## config.mk

```make
export PLATFORM = sky130hd
export DESIGN_NAME = can_bit_sampler_flat
export DESIGN_NICKNAME = d
export VERILOG_FILES = /design/src/rtl/can_bit_sampler_if.sv /design/src/rtl/can_bit_sampler.sv /design/src/flat_wrapper.sv
export SDC_FILE = /design/constraint.sdc
export NUM_CORES = 1
export LEC_CHECK = 0
export ABC_AREA = 1
export BUFFER_PORTS_ARGS = -buffer_cell sky130_fd_sc_hd__buf_2
export CORE_MARGIN = 2
export CORE_UTILIZATION = 62
export DETAILED_ROUTE_END_ITERATION = 7
export PLACE_DENSITY = 0.88
export SLEW_MARGIN = 15
export SYNTH_ARGS = -nofsm -noshare
export SYNTH_HDL_FRONTEND = slang
export SYNTH_SLANG_ARGS = --single-unit
```

## constraint.sdc

```tcl
create_clock -name clk -period 3.05 [get_ports clk]
set_input_delay 0.61 -clock clk [delete_from_list [all_inputs] [get_ports clk]]
set_output_delay 0.61 -clock clk [all_outputs]
set_load 0.03 [all_outputs]
```

## src/rtl/can_bit_sampler_if.sv

```systemverilog
// Signal bundle between the CAN bit sampler and its neighbours: raw line and
// enables in, destuffed bit strobe and status out.
interface can_bit_sampler_if;
    logic can_rx;
    logic sof;
    logic stuff_en;
    logic bit_valid;
    logic bit_data;
    logic stuff_err;
    logic active;

    modport master (
        output can_rx, sof, stuff_en,
        input  bit_valid, bit_data, stuff_err, active
    );

    modport slave (
        input  can_rx, sof, stuff_en,
        output bit_valid, bit_data, stuff_err, active
    );
endinterface

```

## src/rtl/can_bit_sampler.sv

```systemverilog
// CAN bit sampler: hard sync on SOF, soft resync on recessive-to-dominant
// edges, programmable sample point, bit destuffing and stuff error detection.
module can_bit_sampler #(
    parameter int clk_speed_MHz    = 100,
    parameter int can_bit_rate_KHz = 1000,
    parameter int sample_pct       = 75,
    parameter int sjw_clks         = 10
) (
    input  logic             clk,
    input  logic             rst_n,
    can_bit_sampler_if.slave bus
);

    localparam int CLKS_PER_BIT = clk_speed_MHz * 1000 / can_bit_rate_KHz;
    localparam int SAMPLE_PT    = CLKS_PER_BIT * sample_pct / 100;
    localparam int CNT_W        = $clog2(CLKS_PER_BIT + 1);

    localparam logic [CNT_W-1:0] SAMPLE_C = CNT_W'(SAMPLE_PT);
    localparam logic [CNT_W-1:0] LAST_C   = CNT_W'(CLKS_PER_BIT - 1);
    localparam logic [CNT_W-1:0] SJW_C    = CNT_W'(sjw_clks);
    localparam logic [CNT_W-1:0] EARLY_C  = CNT_W'(CLKS_PER_BIT - sjw_clks);
    localparam logic [CNT_W:0]   SJW_P1_W = (CNT_W + 1)'(sjw_clks + 1);
    localparam logic [CNT_W:0]   CLKS_W   = (CNT_W + 1)'(CLKS_PER_BIT);

    typedef enum logic [1:0] {
        IDLE,
        ACTIVE,
        ERROR
    } state_t;

    state_t state_q, state_d;

    logic             rx_meta, rx_s, rx_prev, rx_edge;
    logic [CNT_W-1:0] bit_cnt_q, bit_cnt_d;
    logic [2:0]       run_cnt_q, run_cnt_d;
    logic             run_val_q, run_val_d;
    logic             bit_valid_q, bit_valid_d;
    logic             bit_data_q, bit_data_d;
    logic             stuff_err_q, stuff_err_d;
    logic             active_q;

    logic [CNT_W-1:0] cnt_inc, cnt_late;
    logic [CNT_W:0]   late_sum;

    // Synchroniser idles recessive so leaving reset never fakes an edge.
    always_ff @(posedge clk or negedge rst_n) begin
        if (!rst_n) begin
            rx_meta <= 1'b1;
            rx_s    <= 1'b1;
            rx_prev <= 1'b1;
        end else begin
            // NOTE: non-blocking assignments let each flop capture the value its
            // predecessor held before this edge, forming a true shift chain.
            rx_meta <= bus.can_rx;
            rx_s    <= rx_meta;
            rx_prev <= rx_s;
        end
    end

    assign rx_edge = rx_prev & ~rx_s;

    assign cnt_inc  = (bit_cnt_q == LAST_C) ? '0 : bit_cnt_q + 1'b1;
    assign late_sum = {1'b0, bit_cnt_q} + SJW_P1_W;
    assign cnt_late = (late_sum >= CLKS_W) ? CNT_W'(late_sum - CLKS_W) : CNT_W'(late_sum);

    always_ff @(posedge clk or negedge rst_n) begin
        if (!rst_n) state_q <= IDLE;
        else        state_q <= state_d;
    end

    always_comb begin
        // NOTE: every variable gets a default before the case so no path leaves
        // one unassigned, which would otherwise infer a latch.
        state_d     = state_q;
        bit_cnt_d   = bit_cnt_q;
        run_cnt_d   = run_cnt_q;
        run_val_d   = run_val_q;
        bit_valid_d = 1'b0;
        bit_data_d  = 1'b0;
        stuff_err_d = 1'b0;

        unique case (state_q)
            IDLE: begin
                bit_cnt_d = '0;
                run_cnt_d = '0;
                run_val_d = 1'b1;
                if (bus.sof && !rx_s) begin
                    state_d   = ACTIVE;
                    bit_cnt_d = CNT_W'(1);
                end
            end

            ACTIVE: begin
                if (!bus.sof) begin
                    state_d   = IDLE;
                    bit_cnt_d = '0;
                    run_cnt_d = '0;
                    run_val_d = 1'b1;
                end else begin
                    bit_cnt_d = cnt_inc;
                    if (bit_cnt_q == SAMPLE_C) begin
                        if (!bus.stuff_en) begin
                            bit_valid_d = 1'b1;
                            bit_data_d  = rx_s;
                            run_cnt_d   = '0;
                        end else if (run_cnt_q == 3'd5) begin
                            if (rx_s != run_val_q) begin
                                run_cnt_d = 3'd1;
                                run_val_d = rx_s;
                            end else begin
                                stuff_err_d = 1'b1;
                                state_d     = ERROR;
                            end
                        end else begin
                            bit_valid_d = 1'b1;
                            bit_data_d  = rx_s;
                            if (rx_s == run_val_q) begin
                                run_cnt_d = run_cnt_q + 3'd1;
                            end else begin
                                run_cnt_d = 3'd1;
                                run_val_d = rx_s;
                            end
                        end
                    end else if (rx_edge && bit_cnt_q != '0) begin
                        // Edge before the sample point stretches the bit; after it,
                        // the bit is shortened by at most sjw_clks.
                        if (bit_cnt_q <= SJW_C)         bit_cnt_d = CNT_W'(1);
                        else if (bit_cnt_q < SAMPLE_C)  bit_cnt_d = bit_cnt_q - SJW_C + 1'b1;
                        else if (bit_cnt_q >= EARLY_C)  bit_cnt_d = CNT_W'(1);
                        else                            bit_cnt_d = cnt_late;
                    end
                end
            end

            ERROR: begin
                if (!bus.sof) begin
                    state_d   = IDLE;
                    bit_cnt_d = '0;
                    run_cnt_d = '0;
                    run_val_d = 1'b1;
                end
            end

            default: state_d = IDLE;
        endcase
    end

    always_ff @(posedge clk or negedge rst_n) begin
        if (!rst_n) begin
            bit_cnt_q   <= '0;
            run_cnt_q   <= '0;
            run_val_q   <= 1'b1;
            bit_valid_q <= 1'b0;
            bit_data_q  <= 1'b0;
            stuff_err_q <= 1'b0;
            active_q    <= 1'b0;
        end else begin
            bit_cnt_q   <= bit_cnt_d;
            run_cnt_q   <= run_cnt_d;
            run_val_q   <= run_val_d;
            bit_valid_q <= bit_valid_d;
            bit_data_q  <= bit_data_d;
            stuff_err_q <= stuff_err_d;
            active_q    <= (state_d == ACTIVE);
        end
    end

    assign bus.bit_valid = bit_valid_q;
    assign bus.bit_data  = bit_data_q;
    assign bus.stuff_err = stuff_err_q;
    assign bus.active    = active_q;

endmodule

```

## src/flat_wrapper.sv

```systemverilog
// flat-port wrapper written by rule: the top's interface ports become plain ports
module can_bit_sampler_flat 
#(
    parameter int clk_speed_MHz    = 100,
    parameter int can_bit_rate_KHz = 1000,
    parameter int sample_pct       = 75,
    parameter int sjw_clks         = 10
)
  (clk, rst_n, bus_can_rx, bus_sof, bus_stuff_en, bus_bit_valid, bus_bit_data, bus_stuff_err, bus_active);
  can_bit_sampler_if bus_i ();
  input  logic clk;
  input  logic rst_n;
  input wire logic [$bits(bus_i.can_rx)-1:0] bus_can_rx;
  input wire logic [$bits(bus_i.sof)-1:0] bus_sof;
  input wire logic [$bits(bus_i.stuff_en)-1:0] bus_stuff_en;
  output wire logic [$bits(bus_i.bit_valid)-1:0] bus_bit_valid;
  output wire logic [$bits(bus_i.bit_data)-1:0] bus_bit_data;
  output wire logic [$bits(bus_i.stuff_err)-1:0] bus_stuff_err;
  output wire logic [$bits(bus_i.active)-1:0] bus_active;
  assign bus_i.can_rx = bus_can_rx;
  assign bus_i.sof = bus_sof;
  assign bus_i.stuff_en = bus_stuff_en;
  assign bus_bit_valid = bus_i.bit_valid;
  assign bus_bit_data = bus_i.bit_data;
  assign bus_stuff_err = bus_i.stuff_err;
  assign bus_active = bus_i.active;
  can_bit_sampler #(.clk_speed_MHz(clk_speed_MHz), .can_bit_rate_KHz(can_bit_rate_KHz), .sample_pct(sample_pct), .sjw_clks(sjw_clks)) u_core (.clk(clk), .rst_n(rst_n), .bus(bus_i));
endmodule
```

==> results.sh <==
export IMPL_r2r_cells=17
export IMPL_pwr_share_clk=0.215
export IMPL_yosys_warnings=0
export IMPL_std_cell_rows=19
export IMPL_dr_pass1_iters=4
export IMPL_regArea_sq_um=505
export IMPL_power_density_nw_per_um2=399
export IMPL_vias=1663
export IMPL_hold_violations=0
export IMPL_syn_area_per_cell_sq_um=6.57
export IMPL_die_area_sq_um=3220
export IMPL_r2r_start="u_core.bit_cnt_q[0]"
export IMPL_worstPathMaxFanout=8
export IMPL_stdcell_count=303
export IMPL_rrSetupSlack_ns=0.74
export IMPL_endpoint_kind="register"
export IMPL_ys_ff_latch=20
export IMPL_grt_remaining_overflow=0
export IMPL_finalSetupTns_ns=0
export IMPL_multi_input_area_sq_um=1050
export IMPL_io_buffers=8
export IMPL_min_path_type="in2async"
export IMPL_syn_to_final_growth_pct=5.14
export IMPL_post_place_ws_ns=0.771
export IMPL_grt_pass1_wl_mm=6.95
export IMPL_crit_top_cell="nand2_1"
export IMPL_switching_share=0.376
export IMPL_crit_required_ns=3.27
export IMPL_cts_tree="done"
export IMPL_syn_area_sq_um=1730
export IMPL_power_frac_comb=0.339
export IMPL_wl_met1_mm=1.75
export IMPL_p_leak_nw=0.937
export IMPL_grt_max_degree=21
export IMPL_drtIter0Drc=130
export IMPL_drcViolationCount=0
export IMPL_synth_distinct_cells=32
export IMPL_path_clk_slew_ns=0.11
export IMPL_crit_path_start_kind="register"
export IMPL_pwr_share_seq=0.447
export IMPL_cts_root_buf="clkbuf_4"
export IMPL_drv_cap=0
export IMPL_synth_edf_count=0
export IMPL_path_class="reg2reg"
export IMPL_rsz0062_at_grt="false"
export IMPL_h_tree_depth=1
export IMPL_initial_core_util=0.637
export IMPL_synth_ff_type="dfrtp_1"
export IMPL_hpwl_mm=2.99
export IMPL_dp_cells=299
export IMPL_wl_met2_mm=1.83
export IMPL_grt_use_total=0.276
export IMPL_postRouteWirelength_mm=3.87
export IMPL_synthCells=263
export IMPL_synth_nets=280
export IMPL_period_needed_ns=2.31
export IMPL_worstMarginPinSlew_ns=0.445
export IMPL_antenna_found_initial=0
export IMPL_ctsHoldBuffers=0
export IMPL_fin_worst_skew_ns=0.00758
export IMPL_ys_seq_area_frac=0.293
export IMPL_layout_nets=290
export IMPL_crit_slowest_cell="dfrtp_1"
export IMPL_wl_per_cell_um=12.8
export IMPL_max_slew_margin=0.704
export IMPL_status="finished, final reports clean"
export IMPL_grt_pass1_vias=1571
export IMPL_internal_power_mw=0.452
export IMPL_timing_rr_end="u_core.bit_cnt_q[5]"
export IMPL_async_reset_ff_frac=1.00
export IMPL_viasPerCell=5.49
export IMPL_fin_ws_ns=0.742
export IMPL_die_y_um=56.8
export IMPL_top_layer="met4"
export IMPL_ant_nets=0
export IMPL_coreArea_sq_um=2710
export IMPL_diodes=0
export IMPL_cp_cell_sequence="inv_1 -> ha_1 -> nand2_1 -> nand2_1 -> ha_1 -> inv_1 -> a21oi_1 -> nand2_1 -> nand3_2 -> nand2_2 -> nand2_1 -> nand2_1 -> nand2_1 -> nand2_1 -> nand2_1 -> nand2_1 -> nand2_1"
export IMPL_clock_fmax_ghz=0.433
export IMPL_top_level_ports=9
export IMPL_clk_path_buf_depth=2
export IMPL_cp_arrival_ns=2.53
export IMPL_met3WireLength_um=194
export IMPL_tritoncts_num_sinks=20
export IMPL_gp_congestion=0.955
export IMPL_cts_resized_gates=0
export IMPL_drive_above_1_share=0.154
export IMPL_setup_violations=0
export IMPL_power_mw=0.725
export IMPL_drv_slew=0
export IMPL_fillers=245
export IMPL_die_x_um=56.8
export IMPL_cts_setup_buffers=0
export IMPL_p_sw_mw=0.273
export IMPL_cts_buffers=3
export IMPL_vdd_drop_max_uv=390
export IMPL_cp_slowest_stage_delay_ns=0.49
export IMPL_fin_crit_sh=0.757
export IMPL_clock_latency_ns=0.31
sequential cells by signal, summed over array words and instances, names as in the netlist:
register / cells
u_core.bit_cnt_q: 7
u_core.bus.active: 1
u_core.state_q: 2
u_core.rx_prev: 1
u_core.bus.bit_valid: 1
u_core.run_cnt_q: 3
u_core.bus.stuff_err: 1
u_core.rx_meta: 1
u_core.bus.bit_data: 1
u_core.rx_s: 1
u_core.run_val_q: 1
Yosys cell counts (2+ instances only):
library cell,instances,area [sq um]
nand2_1,85,319
dfrtp_1,16,400
o21ai_0,7,35.0
a21oi_1,13,65.1
nand4_1,8,50.1
buf_4,2,15.0
nand3_1,16,80.1
nand3_2,4,40.0
nor2_1,25,93.8
nor4_1,2,12.5
dfstp_2,4,105
ha_1,12,150
inv_1,25,93.8
nor3_1,3,15.0
o21ai_1,9,45.0
nand2_2,7,43.8
inv_2,10,37.5
cells by family (layout without fill, tap and decap cells):
kind of cell    after synthesis  after routing  share of synthesized area
compound gates               34             34                      0.107
xor+xnor                      2              2                     0.0101
fa+ha+maj                    12             12                     0.0870
buf+inv                      40             49                     0.0971
flops                        20             20                      0.293
simple gates                155            155                      0.407
power groups by stage:
stage          sequential, mW  combinational, mW  clock [mW]
6_report                0.324              0.246       0.156
5_1_grt                 0.329              0.278       0.169
4_1_cts                 0.324              0.243       0.157
3_5_place_dp            0.329              0.242           0
3_3_place_gp            0.327              0.238           0
2_1_floorplan           0.338              0.173           0
final cells by class:
| type | instances | area share |
|---|---|---|
| Multi-Input combinational cell | 203 | 0.580 |
| Sequential cell | 20 | 0.278 |
| Inverter | 37 | 0.0779 |
| Clock buffer | 4 | 0.0200 |
| Timing Repair Buffer | 8 | 0.0221 |
| Tap cell | 31 | 0.0214 |
through the flow:
step	hold WS, ns	cell area (sq um)	util
global route	0.254	1820	0.670
floorplan	0.314	1730	-
detailed placement	0.352	1780	0.657
finish	0.224	1820	0.670
CTS	0.238	1820	0.670
global placement	0.346	1780	0.657
worst max path at each step:
stage | endpoint | start | slack (ns) | depth (start not counted)
2_1_floorplan | u_core.bit_cnt_q[3] | u_core.bit_cnt_q[0] | 1.01 | 17
6_report | u_core.bit_cnt_q[5] | u_core.bit_cnt_q[0] | 0.74 | 17
4_1_cts | u_core.bit_cnt_q[3] | u_core.bit_cnt_q[0] | 0.76 | 17
3_5_place_dp | u_core.bit_cnt_q[3] | u_core.bit_cnt_q[0] | 0.77 | 17
5_1_grt | u_core.bit_cnt_q[3] | u_core.bit_cnt_q[0] | 0.48 | 17
3_3_place_gp | u_core.bit_cnt_q[3] | u_core.bit_cnt_q[0] | 0.83 | 17
placed cells by master, fill, tap and decap left out, types with 7 or more instances in the layout:
master   instances
buf_2            8
nand4_1          8
nand2_1         85
nand2_2          7
nor2_1          25
inv_2           10
nand3_1         16
o21ai_1          9
a21oi_1         13
ha_1            12
o21ai_0          7
dfrtp_1         16
inv_1           25
critical path, delay by kind of cell (launching register included):
kind                     cells  cell delay, ns
AO/OA/AOI/OAI                1            0.04
adder cells (fa/ha/maj)      2            0.47
buffers and inverters        2            0.23
flip-flops                   1            0.49
AND/OR/NAND/NOR             12            1.00
metal layers:
metal,vias up,GRT usage
met5,-,0
met4,0,0.140
met3,9,0.0323
met2,57,0.455
met1,727,0.355
li1,870,-
No activity file was read; power rests on OpenSTA's default activity.
